**config.mk**
```make
export PLATFORM = sky130hd
export DESIGN_NAME = alu_issue_ctrl
export DESIGN_NICKNAME = d
export VERILOG_FILES = /design/src/rtl/alu_issue_ctrl.sv
export SDC_FILE = /design/constraint.sdc
export NUM_CORES = 1
export LEC_CHECK = 0
export CAP_MARGIN = 5
export CORE_MARGIN = 5
export CORE_UTILIZATION = 35
export DETAILED_ROUTE_END_ITERATION = 12
export GPL_ROUTABILITY_DRIVEN = 0
export GPL_TIMING_DRIVEN = 0
export PLACE_DENSITY_LB_ADDON = 0.2
export SLEW_MARGIN = 30
export SYNTH_ARGS = -nofsm -noshare
export SYNTH_HDL_FRONTEND = slang
export SYNTH_SLANG_ARGS = --single-unit
```
**constraint.sdc**
```tcl
create_clock -name clk -period 2.1 [get_ports clk]
set_clock_uncertainty 0.05 [all_clocks]
set_input_delay 0.42 -clock clk [delete_from_list [all_inputs] [get_ports clk]]
set_output_delay 0.42 -clock clk [all_outputs]
set_load 0.01 [all_outputs]
```
**src/rtl/alu_issue_ctrl.sv**
```systemverilog
// Issue stage and result capture for the 16-bit ALU: operand register file, single-command
// valid/ready front end, write-back with Z/N/C flags and a valid/ready response.
module alu_issue_ctrl #(
   parameter int W    = 16,
   parameter int NREG = 4,
   localparam int AW  = $clog2(NREG)
) (
   input  logic          clk,
   input  logic          rst,
   input  logic          ld_en,
   input  logic [AW-1:0] ld_addr,
   input  logic [W-1:0]  ld_data,
   input  logic          cmd_valid,
   output logic          cmd_ready,
   input  logic [2:0]    cmd_op,
   input  logic [AW-1:0] cmd_ra,
   input  logic [AW-1:0] cmd_rb,
   input  logic [AW-1:0] cmd_rd,
   input  logic          cmd_cin,
   input  logic          cmd_usec,
   output logic [W-1:0]  alu_a,
   output logic [W-1:0]  alu_b,
   output logic          alu_cin,
   output logic [2:0]    alu_sel,
   input  logic [W-1:0]  alu_sum,
   input  logic          alu_cout,
   output logic          resp_valid,
   input  logic          resp_ready,
   output logic [W-1:0]  resp_data,
   output logic          flag_z,
   output logic          flag_n,
   output logic          flag_c,
   input  logic [AW-1:0] rd_addr,
   output logic [W-1:0]  rd_data
);

   typedef enum logic [1:0] {IDLE, ISSUE, WB, RESP} state_t;

   state_t        state;
   logic [W-1:0]  rf [NREG];
   logic [AW-1:0] dst;

   // A pending load steals the IDLE cycle, so the command waits one cycle and sees the new value.
   assign cmd_ready = (state == IDLE) && !ld_en && !rst;
   assign rd_data   = rf[rd_addr];

   // The alu_* registers double as the operand latches; they hold their value until the next accept.
   always_ff @(posedge clk) begin
      if (rst) begin
         state      <= IDLE;
         for (int i = 0; i < NREG; i++) rf[i] <= '0;
         dst        <= '0;
         alu_a      <= '0;
         alu_b      <= '0;
         alu_cin    <= 1'b0;
         alu_sel    <= 3'd0;
         resp_valid <= 1'b0;
         resp_data  <= '0;
         flag_z     <= 1'b0;
         flag_n     <= 1'b0;
         flag_c     <= 1'b0;
      end else begin
         case (state)
            IDLE: begin
               if (ld_en) begin
                  rf[ld_addr] <= ld_data;
               end else if (cmd_valid) begin
                  alu_a   <= rf[cmd_ra];
                  alu_b   <= rf[cmd_rb];
                  alu_sel <= cmd_op;
                  alu_cin <= cmd_usec ? flag_c : cmd_cin;
                  dst     <= cmd_rd;
                  state   <= ISSUE;
               end
            end
            ISSUE: state <= WB;
            WB: begin
               rf[dst]    <= alu_sum;
               resp_data  <= alu_sum;
               flag_z     <= (alu_sum == '0);
               flag_n     <= alu_sum[W-1];
               if (!alu_sel[2]) flag_c <= alu_cout;
               resp_valid <= 1'b1;
               state      <= RESP;
            end
            RESP: begin
               if (resp_ready) begin
                  resp_valid <= 1'b0;
                  state      <= IDLE;
               end
            end
            default: state <= IDLE;
         endcase
      end
   end

endmodule

```
==> qor.csv, run 1 <==
stage,metric,value,unit
run_status,status,"finished, final reports clean",
sta,min_period_over_period,0.9808,
placement,hpwlAfterDp,11540,um
pwr,power_frac_clock,0.332,
pwr,swShare,0.2852,
pwr,power_density,1013,nW/um^2
final_layout,final_cells,835,
global_routing,grt_pass1_vias,4312,
logic_synthesis,yosysSeqAreaShare,0.5316,
critical_path,cp.required,1.63,ns
sta,timing.fmax,485.5,MHz
placement,io_buffer_count,118,
pwr,vdd_drop_max,0.6192,mV
clock_tree,cts.sinks,123,
sta,tightest_slew,0.5269,ns
clock_tree,root_buffer,clkbuf_16,
critical_path,reg2reg_depth,7,
floorplanning,fp.dieW,139.1,um
critical_path,critical_path.slowest_cell,mux4_2,
clock_tree,clock_latency,0.41,ns
pwr,p_int,0.005825,W
final_layout,final_util,0.4886,
global_routing,grt_pass1_wl,24400,um
pwr,comb_power_share,0.277,
placement,place_inst,787,
critical_path,max_stage_delay,0.50,ns
hold_path,whs_endpoint,resp_data[14],
clock_tree,htreeDepth,4,
floorplanning,coreArea,16470,um^2
detailed_routing,dr.pass1.iters,4,
detailed_routing,avgViaCountPerCell,5.008,
hold_path,hp-start,resp_data[14],
logic_synthesis,ys_ff_latch,123,
sta,maxSlewHeadroom,0.6487,
global_routing,antenna_found_initial,0,
final_layout,syn_to_final_growth,37.84,%
pwr,p_switching,0.002324,W
critical_path,path_max_fanout,8,
final_layout,layout.nets,659,
pwr,seq_power_share,0.392,
floorplanning,std_cell_rows,47,
hold_path,whs_path_depth,2,
final_layout,diodes,0,
floorplanning,io-pin-count,126,
critical_path,end_kind,primary output,
floorplanning,die_area,19360,um^2
hold_path,hp-class,flip-flop to flip-flop,
clock_tree,clk_path_buf_depth,2,
sta,rsz0062_at_grt,no,
clock_tree,cts_buffers,17,
sta,finalSetupViolations,0,
floorplanning,die_h,139.1,um
logic_synthesis,synth_fp_nets,504,
sta,finalHoldViolCount,0,
final_layout,drive_gt1_frac,0.2049,
logic_synthesis,synthCells,448,
final_layout,finish.instance_area,8045,um^2
job,max-cap-violations,0,
critical_path,cp.arrival,1.59,ns
detailed_routing,routed_wl,15590,um
floorplanning,start_util,0.3545,
detailed_routing,vias,4182,
global_routing,grt.overflow.total,0,
clock_tree,cts_tree,done,
sta,fin_crit,2.060,ns
placement,post_dp_cell_area,7307,um^2
detailed_routing,ant_nets,0,
clock_tree,cts-hold-fix-buffers,0,
logic_synthesis,synth_area,5837,um^2
sta,final-max-slew-violation-count,0,
detailed_routing,drc,0,
detailed_routing,wl_per_cell,18.67,um
global_routing,grt_max_degree,17,
critical_path,crit_type,input pin to primary output,
critical_path,crit_chain,buf_8 > bufbuf_16 > mux4_2 > clkdlybuf4s15_1,
detailed_routing,detail_route.iter0.violations,165,
clock_tree,clk_pin_slew_worst_paths,0.05,ns
critical_path,worstReg2RegStart,state[0],
critical_path,start_kind,input pin,
logic_synthesis,synth_area_per_cell,13.03,um^2
pwr,power.leakage,3.117,nW
global_routing,grt_util_all_layers,0.1628,
logic_synthesis,synth.distinct_cells,31,
critical_path,reg2reg_to,rf[1][14],
critical_path,r2r_slack,0.12,ns
logic_synthesis,yosysWarnings,0,
registers in the layout, summed over array words and instances (netlist names):
signal      count
resp_valid      1
dst             2
alu_sel         3
resp_data      16
flag_c          1
alu_b          16
state           2
flag_z          1
alu_cin         1
rf             64
alu_a          16
cell families (layout without fill, tap and decap cells):
group | after synthesis | count (layout) | share of synthesized area
compound gates | 72 | 72 | 0.09089
fa+ha+maj | 3 | 3 | 0.006432
buf+inv | 57 | 224 | 0.05466
flops | 123 | 123 | 0.5316
mux | 56 | 56 | 0.2066
simple gates | 137 | 137 | 0.1098
critical path, delay by kind of cell:
kind	cells	cell delay [ns]
buffers and inverters	3	0.66
muxes	1	0.50
worst max path at each step:
stage	cells past startpoint	from	end	slack, ns
after floorplan	7	state[0]	rf[1][0]	0.05
after global placement	4	ld_en	rf[3][12]	-0.90
after detailed placement	5	ld_en	rf[0][12]	-0.74
after CTS	8	state[0]	rf[2][6]	0.003
after global routing	4	rd_addr[0]	rd_data[10]	0.004
final	4	rd_addr[0]	rd_data[10]	0.04
routing by layer:
metal / part of all wire / vias to the layer above / global-route usage
met1: 0.46 / 2038 / 0.2184
met5: 0 / - / 0
met3: 0.072 / 16 / 0.05034
met2: 0.46 / 151 / 0.2521
li1: - / 1977 / -
met4: 0.015 / 0 / 0.05561
area by class of cell:
| class | instances | area, um^2 |
|---|---|---|
| sequential | 123 | 3103 |
| inverter | 19 | 71.32 |
| multi-input combinational | 268 | 2447 |
| clock buffer | 20 | 436.7 |
| fill | 1438 | 8421 |
| tap | 220 | 275.3 |
| buffer | 38 | 280.3 |
| timing repair buffer | 136 | 1328 |
| clock inverter | 11 | 103.9 |
cells in the final DEF (no fill, tap or decap), types with 3 or more instances in the layout:
cell | synthesis | layout
clkinv_2 | 0 | 8
a21oi_1 | 21 | 21
dfxtp_1 | 59 | 59
a22o_1 | 32 | 32
nor2_1 | 60 | 59
clkbuf_1 | 8 | 10
clkdlybuf4s50_1 | 0 | 101
mux4_1 | 12 | 12
clkdlybuf4s15_1 | 0 | 11
edfxtp_1 | 64 | 64
clkbuf_2 | 0 | 6
clkbuf_16 | 0 | 17
nand2b_1 | 24 | 21
buf_6 | 10 | 12
inv_1 | 19 | 19
a21o_1 | 16 | 16
mux2i_1 | 8 | 8
mux4_2 | 36 | 36
nor4_1 | 4 | 4
nor2b_1 | 3 | 3
buf_4 | 3 | 17
buf_2 | 15 | 13
nand2_1 | 34 | 33
nand2b_4 | 0 | 3
cell usage after synthesis:
library cell | count | area (um^2)
o21a_1 | 1 | 7.510
clkbuf_1 | 8 | 30.03
mux4_1 | 12 | 315.3
a21o_1 | 16 | 120.1
ha_1 | 3 | 37.54
a22o_1 | 32 | 280.3
buf_4 | 3 | 22.52
mux4_2 | 36 | 810.8
edfxtp_1 | 64 | 1922
nor4_1 | 4 | 25.02
nand2b_1 | 24 | 150.1
buf_1 | 2 | 7.510
nor3_1 | 2 | 10.01
nand3_1 | 2 | 10.01
a21oi_1 | 21 | 105.1
inv_1 | 19 | 71.32
nand4bb_1 | 2 | 22.52
nor3b_1 | 1 | 7.510
mux2i_1 | 8 | 80.08
buf_2 | 15 | 75.07
a21oi_2 | 1 | 8.760
buf_6 | 10 | 112.6
nor2b_4 | 1 | 13.76
nand2_1 | 34 | 127.6
nand3b_1 | 2 | 15.01
and3b_1 | 1 | 8.760
nor2_1 | 60 | 225.2
nor2_2 | 1 | 6.260
dfxtp_1 | 59 | 1181
o32ai_1 | 1 | 8.760
nor2b_1 | 3 | 18.77
per-stage QoR:
| step | worst slack (ns) | setup TNS [ns] | power, W | hold WS, ns |
|---|---|---|---|---|
| after floorplan | 0.05335 | 0 | 0.004470 | 0.4043 |
| after global placement | -0.9032 | -49.64 | 0.005363 | 0.4082 |
| after detailed placement | -0.7411 | -41.84 | 0.005438 | 0.4132 |
| after CTS | 0.002662 | 0 | 0.008189 | 0.4232 |
| after global routing | 0.003726 | 0 | 0.008531 | 0.4361 |
| final | 0.04022 | 0 | 0.008149 | 0.4213 |
power groups by stage:
stage | Combinational, W | Clock [W] | Sequential, W
CTS | 0.00225 | 0.00275 | 0.00319
global route | 0.00245 | 0.00285 | 0.00323
finish | 0.00225 | 0.00270 | 0.00319
detailed placement | 0.00219 | 0 | 0.00324
floorplan | 0.00124 | 0 | 0.00323
global placement | 0.00215 | 0 | 0.00321
repair_timing:
action	4_1_cts	5_1_grt
gates resized for setup	47	14
gates cloned	1	0
pin swaps	0	1
setup buffers	10	6
setup endpoints to repair	65	64
(Power assumes the default switching activity.)
==> run 2: changes to the inputs <==
--- a/config.mk
+++ b/config.mk
@@ -6,7 +6,7 @@
 export NUM_CORES = 1
 export LEC_CHECK = 0
 export CAP_MARGIN = 5
-export CORE_MARGIN = 5
+export CORE_MARGIN = 2
 export CORE_UTILIZATION = 35
 export DETAILED_ROUTE_END_ITERATION = 12
 export GPL_ROUTABILITY_DRIVEN = 0
==> qor.csv, run 2 (synthesis gave the netlist of run 1 again) <==
stage,metric,value,unit
global_routing,use_met3,0.04909,
critical_path,max_stage_delay,0.48,ns
detailed_routing,avgViaCountPerCell,4.968,
final_layout,final_cells,844,
pwr,power_frac_clock,0.338,
pwr,power.leakage,3.189,nW
critical_path,end_kind,primary output,
detailed_routing,vias,4193,
final_layout,diodes,0,
placement,place_inst,787,
job,max-cap-violations,0,
global_routing,grt_pass1_wl,24340,um
global_routing,grt_pass1_vias,4397,
sta,timing.fmax,483.7,MHz
hold_path,hp-start,resp_data[10],
global_routing,antenna_found_initial,0,
clock_tree,clock_latency,0.41,ns
pwr,vdd_drop_max,0.5782,mV
pwr,comb_power_share,0.282,
global_routing,use_met2,0.2867,
pwr,power,0.008397,W
critical_path,crit_type,flip-flop to primary output,
critical_path,worstSetupStartpoint,rf[3][14],
clock_tree,clk_path_buf_depth,2,
critical_path,crit_chain,mux4_2 > dlygate4sd2_1,
critical_path,critPathBufInv,1,
final_layout,layout.nets,667,
clock_tree,htreeDepth,4,
critical_path,cp.arrival,1.60,ns
sta,tightest_slew,0.5210,ns
global_routing,grt_max_degree,17,
placement,io_buffer_count,118,
critical_path,critical_path.slowest_cell,mux4_2,
detailed_routing,routed_wl,15450,um
sta,maxSlewHeadroom,0.6527,
final_layout,layout_common_cells,"clkdlybuf4s50_1, edfxtp_1, nor2_1, dfxtp_1, mux4_2",
floorplanning,coreArea,16470,um^2
critical_path,cp_top_family,multiplexers,
hold_path,hp-class,flip-flop to flip-flop,
final_layout,syn_to_final_growth,40.54,%
critical_path,worstReg2RegStart,state[0],
clock_tree,cts_tree,done,
final_layout,drive_gt1_frac,0.2163,
detailed_routing,wl_per_cell,18.31,um
final_layout,multi_input_area,2485,um^2
detailed_routing,detail_route.iter0.violations,202,
clock_tree,clk_pin_slew_worst_paths,0.05,ns
final_layout,regMostFlops,rf,
global_routing,grt_util_all_layers,0.1812,
final_layout,seq_area,3103,um^2
sta,fin_crit,2.067,ns
critical_path,cp.required,1.63,ns
pwr,p_int,0.006028,W
critical_path,path_max_fanout,3,
sta,rsz0062_at_grt,yes,
global_routing,grt.overflow.total,0,
sta,final-max-slew-violation-count,0,
clock_tree,cts_buffers,17,
floorplanning,std_cell_rows,47,
critical_path,start_kind,flip-flop,
global_routing,gr-usage-met1,0.2415,
detailed_routing,dr.pass1.iters,4,
sta,finalHoldViolCount,0,
floorplanning,fp.dieW,133.1,um
floorplanning,start_util,0.3545,
clock_tree,root_buffer,clkbuf_16,
pwr,p_switching,0.002369,W
sta,finalSetupViolations,0,
pwr,power_density,1024,nW/um^2
detailed_routing,drc,0,
placement,hpwlAfterDp,11330,um
floorplanning,die_h,133.1,um
detailed_routing,ant_nets,0,
clock_tree,cts.sinks,123,
sta,min_period_over_period,0.9845,
floorplanning,io-pin-count,126,
pwr,seq_power_share,0.379,
floorplanning,die_area,17730,um^2
final_layout,fillers,1460,
final_layout,final_common_cell,clkdlybuf4s50_1,
global_routing,grt.busiest_layer,met2,
pwr,swShare,0.2821,
final_layout,largest_reg_flops,64,
run_status,status,"finished, final reports clean",
run 2: layer usage:
metal | routed length, um | up-vias
met1 | 6964 | 2013
met5 | 0 | -
li1 | - | 2005
met3 | 1073 | 19
met2 | 7180 | 156
met4 | 233 | 0
run 2: final timing paths:
check | to | slack, ns | cells past startpoint
worst min register to register | resp_data[10] | 0.42 | 2
worst max register to register | rf[1][2] | 0.07 | 7
worst min-delay path | resp_data[10] | 0.42 | 2
worst max-delay path | rd_data[14] | 0.03 | 2
run 2: area by class of cell:
class | count | area share
Timing Repair Buffer | 144 | 0.1707
Sequential cell | 123 | 0.3783
Buffer | 38 | 0.03432
Inverter | 19 | 0.008694
Multi-Input combinational cell | 268 | 0.3029
Tap cell | 220 | 0.03356
Clock buffer | 25 | 0.06422
Clock inverter | 7 | 0.007322
run 2: per-stage QoR:
step	TNS, ns	setup slack, ns	hold slack, ns	util	area, um^2
2_1_floorplan	0	0.05335	0.4043	-	5837
3_3_place_gp	-48.72	-0.8827	0.4080	0.4429	7293
3_5_place_dp	-43.69	-0.7137	0.4160	0.4440	7311
4_1_cts	0	0.0003709	0.4272	0.4891	8053
5_1_grt	-0.6554	-0.04365	0.4426	0.4982	8203
6_report	0	0.03260	0.4230	0.4982	8203
run 2: repair_timing:
action,CTS,global route
pin swaps,0,1
gates resized for setup,36,21
cloned,0,1
hold endpoints to repair,0,0
buffers inserted,15,9
setup endpoints to repair,65,90
hold buffers,0,0
run 2: worst reg2reg max path, delay by kind of cell (launching register included):
family | cells | cell delay (ns)
simple gates | 3 | 0.55
compound gates | 1 | 0.22
buf+inv | 2 | 0.29
flops | 1 | 0.35
fa+ha+maj | 1 | 0.24
run 2: power by group through the flow:
stage,Clock (W),Sequential (W),Combinational (W)
after global routing,0.00299,0.00323,0.00258
after detailed placement,0,0.00324,0.00219
final,0.00284,0.00319,0.00237
after CTS,0.00287,0.00319,0.00226
after global placement,0,0.00321,0.00214
after floorplan,0,0.00323,0.00124
==> run 3: changes to the inputs <==
==> constraint.sdc (replaced) <==
create_clock -name clk -period 1.7 [get_ports clk]
set_clock_uncertainty 0.05 [all_clocks]
set_input_delay 0.34 -clock clk [delete_from_list [all_inputs] [get_ports clk]]
set_output_delay 0.34 -clock clk [all_outputs]
set_load 0.01 [all_outputs]
==> qor.csv, run 3 (synthesis gave the netlist of run 1 again) <==
stage,metric,value,unit
global_routing,grt_pass1_wl,24620,um
floorplanning,io-pin-count,126,
detailed_routing,drc,0,
hold_path,hp-start,cmd_rb[0],
floorplanning,fp.dieW,133.1,um
sta,rsz0062_at_grt,yes,
clock_tree,clock_latency,0.42,ns
floorplanning,start_util,0.3545,
critical_path,cp.arrival,1.51,ns
final_layout,layout_common_cells,"buf_4, edfxtp_1, dfxtp_1, clkdlybuf4s50_1, dlygate4sd2_1",
detailed_routing,ant_nets,0,
placement,hpwlAfterDp,11030,um
sta,finalSetupTns,-7.420,ns
final_layout,final_common_cell,buf_4,
clock_tree,cts.sinks,123,
pwr,power,0.01122,W
final_layout,syn_to_final_growth,55.43,%
critical_path,r2r_slack,-0.11,ns
global_routing,grt_pass1_vias,4583,
sta,finalHoldViolCount,0,
pwr,power_density,1237,nW/um^2
pwr,p_int,0.007916,W
final_layout,finish.instance_area,9072,um^2
pwr,swShare,0.2945,
clock_tree,clk_path_buf_depth,2,
hold_path,whs_endpoint,alu_b[3],
placement,place_inst,786,
sta,layout_setup_ws,-0.2041,ns
final_layout,final_util,0.5510,
sta,fin_crit,1.904,ns
clock_tree,htreeDepth,4,
floorplanning,die_h,133.1,um
detailed_routing,avgViaCountPerCell,4.934,
clock_tree,cts-hold-fix-buffers,0,
critical_path,cp.required,1.31,ns
critical_path,start_kind,flip-flop,
critical_path,cp_top_family,multiplexers,
critical_path,end_kind,primary output,
run_status,status,"finished, violations left",
detailed_routing,detail_route.iter0.violations,201,
sta,maxSlewHeadroom,0.5599,
sta,min_period_over_period,1.120,
pwr,seq_power_share,0.352,
sta,timing.fmax,525.2,MHz
critical_path,crit_chain,mux4_2 > buf_6,
final_layout,final_cells,896,
global_routing,antenna_found_initial,0,
clock_tree,root_buffer,clkbuf_16,
critical_path,reg2reg_depth,7,
placement,post_dp_cell_area,7353,um^2
critical_path,crit_type,flip-flop to primary output,
pwr,p_switching,0.003304,W
final_layout,drive_gt1_frac,0.3891,
final_layout,diodes,0,
final_layout,largest_reg_flops,64,
clock_tree,cts_buffers,17,
floorplanning,die_area,17730,um^2
critical_path,max_stage_delay,0.52,ns
detailed_routing,vias,4421,
pwr,vdd_drop_max,0.8244,mV
job,max-cap-violations,0,
floorplanning,coreArea,16470,um^2
clock_tree,clk_pin_slew_worst_paths,0.06,ns
pwr,comb_power_share,0.337,
run_status,failed_checks,setup timing,
global_routing,grt.overflow.total,0,
detailed_routing,routed_wl,16170,um
detailed_routing,dr.pass1.iters,4,
placement,io_buffer_count,118,
global_routing,grt_max_degree,17,
pwr,power.leakage,3.972,nW
critical_path,critical_path.slowest_cell,mux4_2,
clock_tree,cts_tree,done,
sta,final-max-slew-violation-count,0,
global_routing,grt_util_all_layers,0.1819,
critical_path,worstReg2RegStart,state[0],
final_layout,regMostFlops,rf,
critical_path,critPathBufInv,1,
sta,tightest_slew,0.6601,ns
final_layout,layout.nets,720,
critical_path,reg2reg_to,rf[1][3],
floorplanning,std_cell_rows,47,
hold_path,hp-class,input pin to flip-flop,
hold_path,whs_path_depth,3,
sta,finalSetupViolations,103,
detailed_routing,wl_per_cell,18.04,um
critical_path,path_max_fanout,3,
pwr,power_frac_clock,0.311,
==> run 3: changes by cell type in the layout (fill, tap and decap cells not counted), moves of 12 or more <==
cell	delta
a21o_1	-14
a21o_4	+13
buf_4	+47
buf_6	+18
clkdlybuf4s15_1	-12
clkdlybuf4s50_1	-56
dlygate4sd2_1	+38
dlymetal6s2s_1	+15
nor2_1	-38
nor2_2	+15
nor2_4	+23
==> run 3: cell type report <==
| class | instances | area (um^2) |
|---|---|---|
| Multi-Input combinational cell | 271 | 2917 |
| Fill cell | 1379 | 7393 |
| Clock inverter | 13 | 132.6 |
| Timing Repair Buffer | 197 | 1852 |
| Inverter | 19 | 73.82 |
| Sequential cell | 123 | 3108 |
| Tap cell | 220 | 275.3 |
| Buffer | 35 | 285.3 |
| Clock buffer | 18 | 429.2 |
==> run 3: metrics by stage <==
| step | hold WS (ns) | worst slack, ns |
|---|---|---|
| global route | 0.3603 | -0.2293 |
| CTS | 0.3399 | -0.2126 |
| detailed placement | 0.4123 | -0.7237 |
| finish | 0.3573 | -0.2041 |
| global placement | 0.4091 | -0.6988 |
| floorplan | 0.4043 | -0.03917 |
==> run 3: routing by layer <==
metal / up-vias / track usage / share of wire
li1: 2104 / - / -
met1: 2137 / 0.2295 / 0.44
met2: 153 / 0.2974 / 0.49
met3: 27 / 0.05137 / 0.060
met4: 0 / 0.07329 / 0.019
met5: - / 0 / 0
==> run 3: worst reg2reg max path: stages, from the launching register on <==
cell       delay (ns)
dfxtp_2          0.33
inv_2            0.06
ha_4             0.18
nand4bb_4        0.21
a21oi_4          0.22
buf_6            0.13
nand2b_4         0.12
nand2b_4         0.20
==> run 3: worst max path at each step <==
stage,cells past startpoint,to,from
CTS,2,rd_data[15],rf[2][15]
floorplan,5,rf[3][0],state[1]
detailed placement,4,rf[3][14],ld_en
global route,2,rd_data[15],rf[3][15]
finish,2,rd_data[7],rf[2][7]
global placement,4,rf[3][14],ld_en
==> run 3: repair_timing <==
item	in CTS	in global routing
gates resized for setup	147	125
setup buffers	52	25
endpoints found under the setup margin	207	189
cloned	5	3
pin swaps	12	23
hold endpoints to repair	0	0
==> run 3: power groups by stage <==
stage	logic, W	clock network, W	registers (W)
final	0.00379	0.00349	0.00395
after global routing	0.00405	0.00367	0.00400
after CTS	0.00318	0.00354	0.00393
after detailed placement	0.00268	0	0.00405
after global placement	0.00264	0	0.00402
after floorplan	0.00159	0	0.00400
